### src/rtl/loop_filter_mavg.sv
// loop_filter_mavg: moving-average loop filter for carrier/timing recovery.
// Keeps a running sum over a power-of-two window (N = 2**win_sel, clamped to
// 2**MAX_LOG2) of valid-qualified phase-detector samples. Outputs the raw sum,
// the shift-normalised average and a window-fill flag.
// Optional macro LF_INTEGRATOR_EN adds a saturating integrator on the average.
// Without that macro, integ_out is tied to zero.
module loop_filter_mavg #(
  parameter int DATA_W   = 17,
  parameter int MAX_LOG2 = 6,
  parameter int SUM_W    = DATA_W + MAX_LOG2,
  parameter int KI_SHIFT = 4,
  parameter int ACC_W    = 24
) (
  input  logic                               clk,
  input  logic                               rst_n,
  input  logic                               in_valid,
  input  logic signed [DATA_W-1:0]           pd,
  input  logic [$clog2(MAX_LOG2+1)-1:0]      win_sel,
  input  logic                               clear,
  output logic signed [SUM_W-1:0]            sum_out,
  output logic signed [DATA_W-1:0]           avg_out,
  output logic                               out_valid,
  output logic                               filled,
  output logic signed [ACC_W-1:0]            integ_out
);

  localparam int DEPTH = 2 ** MAX_LOG2;
  localparam int WS_W  = $clog2(MAX_LOG2 + 1);
  localparam int CNT_W = MAX_LOG2 + 1;

  logic signed [DATA_W-1:0] mem [DEPTH];
  logic [MAX_LOG2-1:0]      wr_ptr;
  logic [MAX_LOG2-1:0]      rd_ptr;
  logic [CNT_W-1:0]         cnt;
  logic [CNT_W-1:0]         cnt_next;
  logic [CNT_W-1:0]         n_cur;
  logic [WS_W-1:0]          win_q;
  logic [WS_W-1:0]          win_eff;
  logic                     flush;
  logic                     accept;
  logic                     full;
  logic signed [SUM_W-1:0]  oldest_ext;
  logic signed [SUM_W-1:0]  sum_next;
  logic signed [SUM_W-1:0]  sum_sh;
  logic signed [DATA_W-1:0] avg_next;

  // Next-state datapath: clamp window, detect flush, compute the new sum/average.
  // NOTE: every always_comb output gets a value on every path, so no latch is inferred.
  always_comb begin
    win_eff    = (win_sel > WS_W'(MAX_LOG2)) ? WS_W'(MAX_LOG2) : win_sel;
    flush      = clear || (win_eff != win_q);
    accept     = in_valid && !flush;
    n_cur      = CNT_W'(1) << win_q;
    full       = (cnt == n_cur);
    // For the maximum window the subtraction wraps to wr_ptr itself, which is
    // exactly the slot written DEPTH samples ago.
    rd_ptr     = wr_ptr - n_cur[MAX_LOG2-1:0];
    oldest_ext = full ? SUM_W'(mem[rd_ptr]) : SUM_W'(0);
    sum_next   = sum_out + SUM_W'(pd) - oldest_ext;
    sum_sh     = sum_next >>> win_q;
    avg_next   = sum_sh[DATA_W-1:0];
    cnt_next   = full ? cnt : cnt + 1'b1;
  end

  // Sample history; stale entries after a flush are masked by cnt.
  // NOTE: the buffer has no reset so it can map onto RAM; cnt gates its contents.
  always_ff @(posedge clk) begin
    if (accept) mem[wr_ptr] <= pd;
  end

  // Filter state: flush has priority, otherwise update on each accepted sample.
  // NOTE: all sequential state uses non-blocking assignments.
  always_ff @(posedge clk or negedge rst_n) begin
    if (!rst_n) begin
      sum_out   <= '0;
      avg_out   <= '0;
      out_valid <= 1'b0;
      filled    <= 1'b0;
      wr_ptr    <= '0;
      cnt       <= '0;
      win_q     <= '0;
    end else begin
      win_q     <= win_eff;
      out_valid <= 1'b0;
      if (flush) begin
        sum_out <= '0;
        avg_out <= '0;
        cnt     <= '0;
        filled  <= 1'b0;
      end else if (accept) begin
        sum_out   <= sum_next;
        avg_out   <= avg_next;
        cnt       <= cnt_next;
        filled    <= (cnt_next == n_cur);
        wr_ptr    <= wr_ptr + 1'b1;
        out_valid <= 1'b1;
      end
    end
  end

`ifdef LF_INTEGRATOR_EN
  localparam logic signed [ACC_W:0] ACC_MAX = (ACC_W+1)'(2 ** (ACC_W - 1) - 1);
  localparam logic signed [ACC_W:0] ACC_MIN = -ACC_MAX;

  logic signed [ACC_W:0] integ_inc;
  logic signed [ACC_W:0] integ_sum;
  logic signed [ACC_W-1:0] integ_sat;

  // Integrator step: add the scaled new average with symmetric saturation.
  always_comb begin
    integ_inc = avg_next >>> KI_SHIFT;
    integ_sum = (ACC_W+1)'(integ_out) + integ_inc;
    if (integ_sum > ACC_MAX)      integ_sat = ACC_MAX[ACC_W-1:0];
    else if (integ_sum < ACC_MIN) integ_sat = ACC_MIN[ACC_W-1:0];
    else                          integ_sat = integ_sum[ACC_W-1:0];
  end

  // Integrator register: cleared by reset and clear, kept across window changes.
  always_ff @(posedge clk or negedge rst_n) begin
    if (!rst_n)      integ_out <= '0;
    else if (clear)  integ_out <= '0;
    else if (accept) integ_out <= integ_sat;
  end
`else
  localparam int unused_ki_shift = KI_SHIFT;
  assign integ_out = '0;
`endif

endmodule

### config.mk
export PLATFORM = sky130hd
export DESIGN_NAME = loop_filter_mavg
export DESIGN_NICKNAME = d
export VERILOG_FILES = /design/src/rtl/loop_filter_mavg.sv
export SDC_FILE = /design/constraint.sdc
export NUM_CORES = 1
export LEC_CHECK = 0
export ABC_AREA = 0
export CELL_PAD_IN_SITES_DETAIL_PLACEMENT = 0
export CELL_PAD_IN_SITES_GLOBAL_PLACEMENT = 1
export CORE_AREA = 2 2 297 299
export DETAILED_ROUTE_END_ITERATION = 10
export DIE_AREA = 0 0 299 301
export PLACE_DENSITY_LB_ADDON = 0.1
export SLEW_MARGIN = 0
export SYNTH_ARGS = -nofsm -noshare
export SYNTH_HDL_FRONTEND = slang
export SYNTH_SLANG_ARGS = --single-unit
### constraint.sdc
create_clock -name clk -period 6.6 [get_ports clk]
set_input_delay 1.32 -clock clk [delete_from_list [all_inputs] [get_ports clk]]
set_output_delay 1.32 -clock clk [all_outputs]
set_load 0.01 [all_outputs]
==> impl_results.md, run 1 <==
- Status: finished, final reports clean
- Synth top area share: 0.689
- Fill cells: between 5,000 and 6,000
- Critical path type: flop to flop
- Tcrit/Tclk final: 0.982
- Max Slew Vio Count: 0
- GRT Total Usage: 0.266
- First-pass GRT wire length: approximately 170 mm
- Post-synth top cells: 1,088 x edfxtp_1, 344 x mux4_2, 131 x nor2_1
- Global route overflow: 0
- Initial antenna violation count: 5
- Final Hold Vio Count: 0
- PD cells: just under 500 nW/µm²
- GR met2 Demand/Resource: 0.423
- CP Capture Type: flop
- DRC viols: 0
- Initial Util: 0.548
- Synth area leader: edfxtp_1
- Met3 usage: 0.0439
- Top delay family on crit path: adder cells
- CP arrival: between 7000 and 8000 ps
- CP max stage cell: fa_4
- FF+latch count, synth: roughly 1,100
- Asr flop ratio synth: 0.0506
- Htree depth: 3
- Post-synth EDFFs: about 1,100
- Average wire per standard cell: 30.1 µm
- Top_reg_cell synth: edfxtp_1
- Slew margin rel.: 0.347
- Worst min-delay path class: flop to flop
- Worst Tran Pin Value: 979 ps
- Die Ht: 301 µm
- Cells after Synth: approximately 2,300
- Largest net degree at the start of global routing: 66
- Port bufs: between 60 and 70
- Sum Neg Setup Slack: 0 ps
- Post-Route WL: about 120 mm
- Clk Latency, worst-skew pair: 690 ps
- Critical path's largest stage delay: slightly above 800 ps
- Syn_area_per_cell: just over 20 µm²
- Post-DP Area: ~50,000 µm²
- Site Rows: between 100 and 150
- CTS tree: done
- Inst Count DP: ~3,700
- Die ar.: between 80,000 and 90,000 µm²
- Clock Path Buffers: 3
- Drt pass-1 iters: 5
- Final Critical Period: 6480 ps
- CP max FO: 8
- Ranking of synthesized cells by area: edfxtp_1 69%, mux4_2 16%, dfrtp_1 3.1%
- Register area share after synthesis: 0.720
- Core area: 86,500 µm²
- FMAX: roughly 0.15 GHz
- Die X: ~300 µm
- Worst Path Required: about 7100 ps
- CTS root buf: clkbuf_16
- HPWL Detailed: between 70 and 80 mm
- Final ANT Viol Nets: 0
- Io pins: 90
- Max-Cap Viols: 0
- Clk slew on worst S/H paths: roughly 60 ps
- RSZ-0062 raised after global routing: yes
- Cell variety after synth: between 70 and 80
- Busiest grt layer: met2
- Share of layout cells above drive strength 1: 0.359
- Nets: around 2,800
- Synth warn: 0
- Area grow syn2layout: 17.8%
- Final setup violation count: 0
- Clk_skew: between 20 and 30 ps
- Final Non-Filler Cells: between 3,000 and 4,000
- Critical-path cell list: nor3_2, buf_4, ha_4, fa_4, buf_12, buf_12, buf_16, buf_12, mux4_2, mux4_2, mux2i_2, a211oi_2, fa_1, inv_1, ha_4, a211oi_2, o211ai_2, a221oi_4, o21ai_4, xnor2_2, mux4_2, a22oi_1, o22ai_1
- Cell area after synthesis: between 40,000 and 50,000 µm²
- Vias in the first global route: between 20,000 and 25,000
- CTS sink count: between 1,000 and 1,500
- Count leader, synth: edfxtp_1
- Final instance area: 55,800 µm²
- RePlAce Congestion: 0.842
- Number of CTS-inserted buffers: approximately 110
- Crit path buf inv count: 6
- 1st-iter DRT viols: about 2,600
- Max IR drop VDD: a little over 0.3 mV
- Met1 GRT Util: 0.390
- CP Launch Type: flop
- Pleak: roughly 19 nW
- Vias per std cell: slightly above 6
- Vias post-DR: 24,500
[layer usage]
layer / wire (µm) / share of wire / vias to the layer above
met3: 9850 / 0.083 / 145
li1: - / - / 10200
met1: 49200 / 0.41 / 13100
met2: 57400 / 0.48 / 1070
met5: 0 / 0 / -
met4: 2570 / 0.022 / 0
[area by class of cell]
type | instances | area [µm²] | share of cell area
Inverter | 101 | 379 | 0.00679
Clock buffer | 135 | 2940 | 0.0527
Antenna cell | 2 | 5.00 | 0.0000896
Timing Repair Buffer | 372 | 3440 | 0.0617
Clock inverter | 69 | 510 | 0.00914
Sequential cell | 1146 | 34100 | 0.611
Multi-Input combinational cell | 971 | 13000 | 0.233
Tap cell | 1155 | 1450 | 0.0259
[flip-flops by register name, indices dropped and copies added, names as in the netlist]
signal     count
wr_ptr         6
out_valid      1
sum_out       23
avg_out       17
win_q          3
filled         1
cnt            7
mem         1088
[cell families (layout without fill, tap and decap cells)]
group,after synthesis,count (layout),share of synthesized area
compound gates,186,186,0.0280
xor+xnor,51,51,0.00943
fa+ha+maj,54,54,0.0179
buf+inv,248,677,0.0248
flops,1146,1146,0.720
mux,396,396,0.175
other cells,1,26,0.0000791
simple gates,260,260,0.0249
[path summary, 6_finish.rpt]
| check | startpoint | end | slack (ps) | cells after the start |
|---|---|---|---|---|
| worst max-delay path | win_q[1] | avg_out[13] | 120 | 23 |
| worst min-delay path | avg_out[0] | avg_out[0] | 540 | 2 |
| worst max register to register | win_q[1] | avg_out[13] | 120 | 23 |
| worst min register to register | avg_out[0] | avg_out[0] | 540 | 2 |
| max in group asynchronous | rst_n | cnt[1] | 5260 | 2 |
| min in group asynchronous | rst_n | sum_out[21] | 810 | 2 |
[placed cells by master, fill, tap and decap left out, types with 38 or more instances in the layout]
cell / count
buf_4: 261
clkbuf_16: 120
clkdlybuf4s50_1: 46
dfrtp_1: 58
edfxtp_1: 1088
inv_1: 98
mux2i_1: 38
mux4_2: 344
nand2_1: 53
nor2_1: 66
nor2_2: 65
[through the flow]
stage          setup WS [ps]  utilization  power [mW]  hold slack, ps
3_3_place_gp            -105        0.592        19.9             507
5_1_grt                 -115        0.646        28.7             557
4_1_cts                 1.33        0.633        26.2             541
2_1_floorplan            522            -        15.3             485
3_5_place_dp            -169        0.592        20.0             526
6_report                 117        0.646        27.5             536
[worst min-delay path: stages, from the launching register on]
cell	delay, ps
dfrtp_1	360
a21oi_1	70
nor2_1	70
[repair_timing]
action                     CTS  global route
hold buffers                 0             0
setup buffers                0            34
setup endpoints to repair   13            19
gates resized for setup     16           107
cloned                       0             8
pin swaps                    2            46
[where the power goes]
group,internal (mW),switching (mW),total [mW]
sequential,8.00,0.0416,8.05
clock,3.36,2.69,6.05
combinational,6.80,6.62,13.4
(Power assumes the default switching activity.)
==> run 2, diff against run 1 <==
SLEW_MARGIN = 20   (was 0)
==> results of run 2 <==
Final layout, timing and power as in run 1 (identical DEF).
